**config.mk**
```make
export PLATFORM = sky130hd
export DESIGN_NAME = twos_complement_serial_flat
export DESIGN_NICKNAME = d
export VERILOG_FILES = /design/src/rtl/twos_complement_serial_if.sv /design/src/rtl/twos_complement_serial.sv /design/src/flat_wrapper.sv
export SDC_FILE = /design/constraint.sdc
export NUM_CORES = 1
export LEC_CHECK = 0
export BUFFER_PORTS_ARGS = -buffer_cell sky130_fd_sc_hd__clkbuf_2
export CAP_MARGIN = 5
export CORE_UTILIZATION = 55
export CTS_CLUSTER_SIZE = 25
export DETAILED_ROUTE_END_ITERATION = 6
export PLACE_DENSITY_LB_ADDON = 0.08
export SETUP_SLACK_MARGIN = 0.02
export SLEW_MARGIN = 15
export SYNTH_ARGS = -nofsm -noshare
export SYNTH_HDL_FRONTEND = slang
export SYNTH_SLANG_ARGS = --single-unit
```
**constraint.sdc**
```tcl
create_clock -name clk -period 4.8 [get_ports clk]
set_clock_uncertainty 0.15 [all_clocks]
set_input_delay 0.24 -clock clk [delete_from_list [all_inputs] [get_ports clk]]
set_output_delay 0.24 -clock clk [all_outputs]
set_load 0.005 [all_outputs]
```
**src/rtl/twos_complement_serial_if.sv**
```systemverilog
// Handshake bundle for the serial two's-complement stage: operand side
// (in_*) and result side (out_*). The master drives operands and consumes
// results; the slave is the stage itself.
interface twos_complement_serial_if #(
  parameter int WIDTH = 6
);
  logic             in_valid;
  logic             in_ready;
  logic [WIDTH-1:0] in_data;
  logic [1:0]       in_mode;
  logic             out_valid;
  logic             out_ready;
  logic [WIDTH-1:0] out_data;
  logic             out_ovf;

  modport master (
    output in_valid, in_data, in_mode, out_ready,
    input  in_ready, out_valid, out_data, out_ovf
  );

  modport slave (
    input  in_valid, in_data, in_mode, out_ready,
    output in_ready, out_valid, out_data, out_ovf
  );
endinterface

```
**src/rtl/twos_complement_serial.sv**
```systemverilog
// Serial two's-complement stage: pass / negate / abs / sign-magnitude
// conversion of a WIDTH-bit operand, CHUNK bits per cycle through a
// carry-chained datapath, behind a valid/ready handshake.

// One bit of the chunk datapath: conditionally inverted input plus carry.
// There is no second addend, so each bit is a half adder.
module tcs_bit_cell (
  input  logic x_i,
  input  logic inv_i,
  input  logic c_i,
  output logic s_o,
  output logic c_o
);
  logic xi;
  assign xi  = x_i ^ inv_i;
  assign s_o = xi ^ c_i;
  assign c_o = xi & c_i;
endmodule

module twos_complement_serial #(
  parameter int WIDTH = 6,
  parameter int CHUNK = 2
) (
  input logic                    clk,
  input logic                    rst_n,
  twos_complement_serial_if.slave bus
);
  localparam int NCH = WIDTH / CHUNK;
  localparam int CW  = (NCH > 1) ? $clog2(NCH) : 1;
  localparam logic [CW-1:0]    LAST    = CW'(NCH - 1);
  localparam logic [WIDTH-1:0] MIN_VAL = {1'b1, {(WIDTH-1){1'b0}}};

  localparam logic [1:0] M_PASS = 2'b00;
  localparam logic [1:0] M_NEG  = 2'b01;
  localparam logic [1:0] M_ABS  = 2'b10;
  localparam logic [1:0] M_SM   = 2'b11;

  typedef enum logic [1:0] {S_IDLE, S_BUSY, S_DONE} state_t;

  state_t           state_q;
  logic [WIDTH-1:0] x_q;        // unprocessed operand bits, consumed from the bottom
  logic [WIDTH-1:0] res_q;      // result bits, filled in from the top
  logic             inv_q;
  logic             carry_q;
  logic [CW-1:0]    cnt_q;
  logic             ovf_pend_q; // overflow decided at accept, published in DONE
  logic             in_ready_q;
  logic             out_valid_q;
  logic [WIDTH-1:0] out_data_q;
  logic             out_ovf_q;

  // Accept-time decode: effective operand, invert/carry-in, overflow case.
  // inv and carry-in are always equal, so one signal seeds both.
  logic [WIDTH-1:0] op_sel;
  logic             inv_sel;
  logic             ovf_sel;
  logic             msb;

  // Decode mode and operand MSB into the datapath controls.
  always_comb begin
    msb     = bus.in_data[WIDTH-1];
    op_sel  = bus.in_data;
    inv_sel = 1'b0;
    ovf_sel = 1'b0;
    case (bus.in_mode)
      M_PASS: ;
      M_NEG: begin
        inv_sel = 1'b1;
        ovf_sel = (bus.in_data == MIN_VAL);
      end
      M_ABS: begin
        inv_sel = msb;
        ovf_sel = (bus.in_data == MIN_VAL);
      end
      M_SM: begin
        // Strip the sign; negative zero then wraps to all-zero naturally.
        op_sel  = {1'b0, bus.in_data[WIDTH-2:0]};
        inv_sel = msb;
      end
      default: ;
    endcase
  end

  // Chunk datapath: ripple the carry through CHUNK bit cells.
  logic [CHUNK:0]   cy;
  logic [CHUNK-1:0] sum;
  assign cy[0] = carry_q;

  for (genvar g = 0; g < CHUNK; g++) begin : g_cell
    tcs_bit_cell u_cell (
      .x_i  (x_q[g]),
      .inv_i(inv_q),
      .c_i  (cy[g]),
      .s_o  (sum[g]),
      .c_o  (cy[g+1])
    );
  end

  // New chunk enters at the top; after NCH shifts bit 0 of the result is at bit 0.
  logic [WIDTH-1:0] res_d;
  logic [WIDTH-1:0] x_d;
  assign res_d = (res_q >> CHUNK) | (WIDTH'(sum) << (WIDTH - CHUNK));
  assign x_d   = x_q >> CHUNK;

  // Control FSM with registered handshake outputs and the serial datapath state.
  always_ff @(posedge clk or negedge rst_n) begin
    if (!rst_n) begin
      state_q     <= S_IDLE;
      x_q         <= '0;
      res_q       <= '0;
      inv_q       <= 1'b0;
      carry_q     <= 1'b0;
      cnt_q       <= '0;
      ovf_pend_q  <= 1'b0;
      in_ready_q  <= 1'b1;
      out_valid_q <= 1'b0;
      out_data_q  <= '0;
      out_ovf_q   <= 1'b0;
    end else begin
      case (state_q)
        S_IDLE: begin
          if (bus.in_valid) begin
            x_q        <= op_sel;
            res_q      <= '0;
            inv_q      <= inv_sel;
            carry_q    <= inv_sel;
            cnt_q      <= '0;
            ovf_pend_q <= ovf_sel;
            in_ready_q <= 1'b0;
            state_q    <= S_BUSY;
          end
        end
        S_BUSY: begin
          x_q     <= x_d;
          res_q   <= res_d;
          carry_q <= cy[CHUNK];
          cnt_q   <= cnt_q + CW'(1);
          if (cnt_q == LAST) begin
            // Final carry-out is dropped: arithmetic is modulo 2^WIDTH.
            out_valid_q <= 1'b1;
            out_data_q  <= res_d;
            out_ovf_q   <= ovf_pend_q;
            state_q     <= S_DONE;
          end
        end
        S_DONE: begin
          if (bus.out_ready) begin
            out_valid_q <= 1'b0;
            out_ovf_q   <= 1'b0;
            in_ready_q  <= 1'b1;
            state_q     <= S_IDLE;
          end
        end
        default: begin
          state_q     <= S_IDLE;
          in_ready_q  <= 1'b1;
          out_valid_q <= 1'b0;
          out_ovf_q   <= 1'b0;
        end
      endcase
    end
  end

  assign bus.in_ready  = in_ready_q;
  assign bus.out_valid = out_valid_q;
  assign bus.out_data  = out_data_q;
  assign bus.out_ovf   = out_ovf_q;
endmodule

```
**src/flat_wrapper.sv**
```systemverilog
// flat-port wrapper written by rule: the top's interface ports become plain ports
module twos_complement_serial_flat 
#(
  parameter int WIDTH = 6,
  parameter int CHUNK = 2
)
  (clk, rst_n, bus_in_valid, bus_in_data, bus_in_mode, bus_out_ready, bus_in_ready, bus_out_valid, bus_out_data, bus_out_ovf);
  twos_complement_serial_if #(.WIDTH(WIDTH)) bus_i ();
  input logic clk;
  input logic rst_n;
  input wire logic [$bits(bus_i.in_valid)-1:0] bus_in_valid;
  input wire logic [$bits(bus_i.in_data)-1:0] bus_in_data;
  input wire logic [$bits(bus_i.in_mode)-1:0] bus_in_mode;
  input wire logic [$bits(bus_i.out_ready)-1:0] bus_out_ready;
  output wire logic [$bits(bus_i.in_ready)-1:0] bus_in_ready;
  output wire logic [$bits(bus_i.out_valid)-1:0] bus_out_valid;
  output wire logic [$bits(bus_i.out_data)-1:0] bus_out_data;
  output wire logic [$bits(bus_i.out_ovf)-1:0] bus_out_ovf;
  assign bus_i.in_valid = bus_in_valid;
  assign bus_i.in_data = bus_in_data;
  assign bus_i.in_mode = bus_in_mode;
  assign bus_i.out_ready = bus_out_ready;
  assign bus_in_ready = bus_i.in_ready;
  assign bus_out_valid = bus_i.out_valid;
  assign bus_out_data = bus_i.out_data;
  assign bus_out_ovf = bus_i.out_ovf;
  twos_complement_serial #(.WIDTH(WIDTH), .CHUNK(CHUNK)) u_core (.clk(clk), .rst_n(rst_n), .bus(bus_i));
endmodule
```
# [Word level (Yosys, flattened, before mapping)]
# Index checks and enable logic that the tools add are counted.
[totals] reg_bits=28 in_bits=12 output_inout_bits=9 elab_cells=64
[op_classes] add_sub_neg=1 eq_ne=10 n_mux=23 bitwise_logic=9 reduce_logical=10
[op_table] operator="6-bit one-hot mux with 2 select lines" n=2
[op_table] operator="6-bit two-way mux" n=3
[op_table] operator="1-bit one-hot mux with 3 select lines" n=3
[op_table] operator="3-bit AND reduction" n=3
[op_table] operator="2-bit == test (second input constant)" n=4
[op_table] operator="2-bit two-way mux" n=4
[op_table] operator="1-bit two-way mux" n=7
[op_table] operator="6-bit == test (second input constant)" n=1
[op_table] operator="4-bit by 6-bit bitwise OR with 6-bit output" n=1
[op_table] operator="2-bit one-hot mux with 3 select lines" n=1
[op_table] operator="2-bit AND reduction" n=3
[op_table] operator="2-bit by 1-bit == test with 1-bit output (second input constant)" n=2
[op_table] operator="2-bit != test (second input constant)" n=2
[op_table] operator="1-bit one-hot mux with 2 select lines" n=2
[op_table] operator="2-bit one-hot mux with 2 select lines" n=1
[op_table] operator="2-bit OR reduction" n=2
[op_table] operator="1-bit bitwise XOR" n=4
[op_table] operator="2-bit by 1-bit adder with 2-bit output (second input constant)" n=1
[op_table] operator="1-bit AND" n=2
[op_table] operator="2-bit zero test" n=1
[op_table] operator="2-bit by 1-bit != test with 1-bit output (second input constant)" n=1
[op_table] operator="1-bit inverter" n=2
[op_table] operator="2-bit nonzero test" n=1

# [Logic depth before layout (Yosys ltp)]
[logic_depth] ltp_word=5 mapped_depth=5 depth_no_buf=5

# [By module]
# Synthesis repeated with hierarchy kept, for this count alone.
[unflattened] hier_cells=105 hier_area_um2=1182.4
[by_module_without_submodules] mod="twos_complement_serial" n_inst=1 cells_each=101 area_per_inst_um2=1139.8 seq_area_each_um2=651.9
[by_module_without_submodules] mod="tcs_bit_cell" n_inst=2 cells_each=2 area_per_inst_um2=21.3 seq_area_each_um2=0.0

# [Worst setup path before layout]
# No wires, ideal clock.
[synth_timing] kind="register to register" startpoint="register u_core.inv_q" endpoint="register u_core.out_data_q[5] (netlist: u_core.bus.out_data[5])" setup_time_ps=125 arrival_ps=1256 required_time_ps=4525 path_slack_ps=3269 stages_incl_launch_ff=5 path_buffers=0 period_less_slack_ps=1531 path_cell_list="dfrtp_1 xor2_1 ha_1 ha_1 mux2_4"
[synth_between] elab_chain_len=4 word_cells_on_any_way=5 cone_classes="5 x bitwise"
[synth_lines] element="start: declaration" line_no="twos_complement_serial.sv:43" source="logic inv_q;"
[synth_lines] element="start signal: assignment" line_no="twos_complement_serial.sv:125" source="inv_q <= inv_sel;"
[synth_lines] element="1-bit bitwise XOR" line_no="twos_complement_serial.sv:15" source="assign xi = x_i ^ inv_i;"
[synth_lines] element="1-bit AND" line_no="twos_complement_serial.sv:17" source="assign c_o = xi & c_i;"
[synth_lines] element="1-bit bitwise XOR *" line_no="twos_complement_serial.sv:16" source="assign s_o = xi ^ c_i;"
[synth_lines] element="net u_core.g_cell[1].u_cell.s_o" line_no="twos_complement_serial.sv:11" source="output logic s_o,"
[synth_lines] element="4-bit by 6-bit bitwise OR with 6-bit output *" line_no="twos_complement_serial.sv:102" source="assign res_d = (res_q >> CHUNK) | (WIDTH'(sum) << (WIDTH - CHUNK));"
[synth_lines] element="end signal: assignment" line_no="twos_complement_serial.sv:141" source="out_data_q <= res_d;"
[synth_lines] element="end: declaration" line_no="twos_complement_serial.sv:49" source="logic [WIDTH-1:0] out_data_q;"
# The timed path passes the listed nets; every way through them passes the cells marked *.
# A chain may end at the register's enable or synchronous reset.

# [Final worst setup path]
[layout_timing] startpoint="register u_core.state_q[0]" endpoint="register u_core.carry_q"
[layout_between] elab_chain_len=3 word_cells_on_any_way=6 cone_classes="2 x eq/ne; 1 x mux; 3 x reduce/logical"
[layout_lines] element="start: declaration" line_no="twos_complement_serial.sv:40" source="state_t state_q;"
[layout_lines] element="start signal: assignment" line_no="twos_complement_serial.sv:108" source="state_q <= S_IDLE;"
[layout_lines] element="start signal: assignment" line_no="twos_complement_serial.sv:130" source="state_q <= S_BUSY;"
[layout_lines] element="start signal: assignment" line_no="twos_complement_serial.sv:143" source="state_q <= S_DONE;"
[layout_lines] element="2-bit by 1-bit == test with 1-bit output / 2-bit zero test (equally long branches)" line_no="twos_complement_serial.sv:120" source="case (state_q)"
[layout_lines] element="2-bit nonzero test (no line) / 2-bit != test (equally long branches)"
[layout_lines] element="2-bit AND reduction (no line)"
[layout_lines] element="end signal: assignment" line_no="twos_complement_serial.sv:126" source="carry_q <= inv_sel;"
[layout_lines] element="end signal: assignment" line_no="twos_complement_serial.sv:136" source="carry_q <= cy[CHUNK];"
[layout_lines] element="end: declaration" line_no="twos_complement_serial.sv:44" source="logic carry_q;"
# Several ways; a longest one is shown, not always the timed one.

==> flow_summary.ini <==
[power_and_ir_drop]
cellLeakagePower_nw = 0.706
finalPower_w = 0.000878
vdd_ir_drop_max_mv = 0.360
p_per_area_mw_per_mm2 = 633

[setup_path]
path_delay_family = compound AO/OA/AOI/OAI gates
cp.required_ps = 4860
arrival_ps = 1920
cp_max_fo = 20
cp_num_buf_inv = 1
crit_type = flop to flop
path_cells = o21bai_1 -> inv_1 -> o221a_1
cpPeakStageDelay_ps = 650
cp-start-kind = flop
slowest_stage = o21bai_1
cp-end-kind = flop
r2r_slack_ps = 2940

[synth]
syn_nets = 122
ys_seq_area_share_pct = 53.6
synth_area_leaders = dfrtp_1 (51%), mux2_4 (7.4%), o21ai_0 (4.5%)
ys_types = 27
syn_area_mm2 = 0.00122
syn_avg_cell_area_um2 = 11.5
syn_inst = 106
yosysTopAreaCellShare_pct = 51.4
synth_warnings = 0
ys_ff_latch = 26
yosysTopAreaCell = dfrtp_1

[routing]
routedWlPerCell_um = 12.9
via_per_inst = 5.49
vias = 846
drt-initial-drc-count = 13
first_pass_iters = 4
drt.antenna.violating_nets = 0
remaining_drc_errors = 0
drt_wl_total_um = 1990

[die]
fp.dieH_um = 49.0
die_area_mm2 = 0.00240
start_util_pct = 60.1
core_area_mm2 = 0.00202
die_x_um = 49.0
core.rowCount = 16
ioPinCount = 21

[sta]
setup_viol = 0
setup_tns_ps = 0
finalCriticalPeriod_ps = 1860
final.period_utilization_pct = 38.7
hold_viol_final = 0
fin_ws_ps = 2940
worst_pin_slew_ps = 687
rsz0062_at_grt = no
maxSlewViolCount = 0
max_freq_mhz = 539
maxSlewHeadroom_pct = 54.1
holdWs_ps = 15.8

[placement]
port-buffer-count = 20
dp_hpwl_um = 1480
dp_slack_ps = 2970
gp_congestion = 0.768

[clocking]
clkTransAtPathRegs_ps = 130
clockBufferDepth = 2
postCtsHoldBufs = 1
cts_sinks = 26
root_buffer = clkbuf_4
cts_tree = built
cts_made_buffers = 3
clock_latency_ps = 320
cts_resized = 0
post_cts_buffers = 0
htree_levels = 1

[flow_run]
cap_violations = 0

[worst_hold_path]
hp-class = primary input to flop

[finish]
area_delta_synth_final_pct = 14.1
drive_gt1_share_pct = 26.8
final_common_cell = dfrtp_1
diodes = 0
layout_common_cells = dfrtp_1 (25), clkbuf_2 (20), nand2_1 (12), o21ai_0 (11), a21oi_1 (10)
fillCellCount = 150
num-nets-final = 144

[grt]
grt_usage_pct = 20.5
grt_first_pass_wirelength_um = 3710
grt_overflow = 0
antenna_found_initial = 0
grt_max_degree = 27
grt_pass1_vias = 811

[status]
status = completed
==> cell type report <==
| cell class | count | area, µm² | share of cell area [%] |
|---|---|---|---|
| clock buffers | 3 | 22.5 | 1.62 |
| flip-flops and latches | 26 | 652 | 47.0 |
| repair buffers | 21 | 110 | 7.94 |
| inverters | 4 | 15.0 | 1.08 |
| well taps | 27 | 33.8 | 2.43 |
| multi-input cells | 72 | 524 | 37.8 |
| clock inverters | 1 | 30.0 | 2.16 |
==> state kept, by name, indices dropped and copies added (netlist names) <==
register              cells
u_core.inv_q              1
u_core.bus.in_ready       1
u_core.bus.out_valid      1
u_core.ovf_pend_q         1
u_core.bus.out_data       6
u_core.carry_q            1
u_core.bus.out_ovf        1
u_core.cnt_q              2
u_core.state_q            2
u_core.x_q                6
u_core.res_q              4
==> layer usage <==
metal | GRT usage (%) | vias up | part of all wire, %
li1 | - | 417 | -
met1 | 29.1 | 414 | 50
met2 | 31.5 | 11 | 46
met3 | 3.74 | 4 | 2.5
met4 | 7.35 | 0 | 0.85
met5 | 0 | - | 0
==> report_power, final <==
group	internal [W]	switching [W]
combinational	0.000183	0.000149
sequential	0.000311	0.0000879
clock	0.0000844	0.0000621
==> per-stage QoR <==
step / instances / utilization, % / cell area, µm²
after floorplan: 106 / - / 1220
after global placement: 149 / 65.5 / 1330
after detailed placement: 149 / 65.5 / 1330
after CTS: 154 / 68.6 / 1390
after global routing: 154 / 68.6 / 1390
final: 154 / 68.6 / 1390
==> path summary, 6_finish.rpt <==
check,from,to,cells after the start
max,u_core.state_q[0]$_DFFE_PN0P_,u_core.carry_q$_DFFE_PN0P_,3
min,bus_out_ready,u_core.bus.in_ready$_DFFE_PN1P_,3
max reg2reg,u_core.state_q[0]$_DFFE_PN0P_,u_core.carry_q$_DFFE_PN0P_,3
min reg2reg,u_core.cnt_q[1]$_DFFE_PN0P_,u_core.cnt_q[1]$_DFFE_PN0P_,2
max in group asynchronous,rst_n,u_core.ovf_pend_q$_DFFE_PN0P_,2
min in group asynchronous,rst_n,u_core.bus.out_data[0]$_DFFE_PN0P_,2
==> kinds of logic (layout without fill, tap and decap cells) <==
family | after synthesis | after routing | synth area share (%)
AND/OR/NAND/NOR | 30 | 30 | 15.1
adder cells (fa/ha/maj) | 4 | 4 | 4.12
AO/OA/AOI/OAI | 29 | 29 | 14.2
buffers and inverters | 8 | 29 | 3.29
XOR/XNOR | 2 | 2 | 1.44
multiplexers | 7 | 7 | 8.23
flip-flops | 26 | 26 | 53.6
==> Yosys cell counts (all sizes together) <==
cell type and instances:
nor2 3, o221a 1, nand2 13, nor2b 1, mux2 6, buf 4
o21a 1, a22o 4, nor3b 1, o21bai 1, dfstp 1, dfrtp 25
nand2b 3, mux2i 1, xor2 2, nand4 1, nor3 1, nor4bb 1
and3b 5, inv 4, or3 1, o21ai 11, ha 4, a21oi 10
o22ai 1
==> worst register-to-register path: stages (launching register included) <==
cell and delay (ps):
dfrtp_1 600, o21bai_1 650, inv_1 90, o221a_1 270
Power figures use the tool's default switching activity.
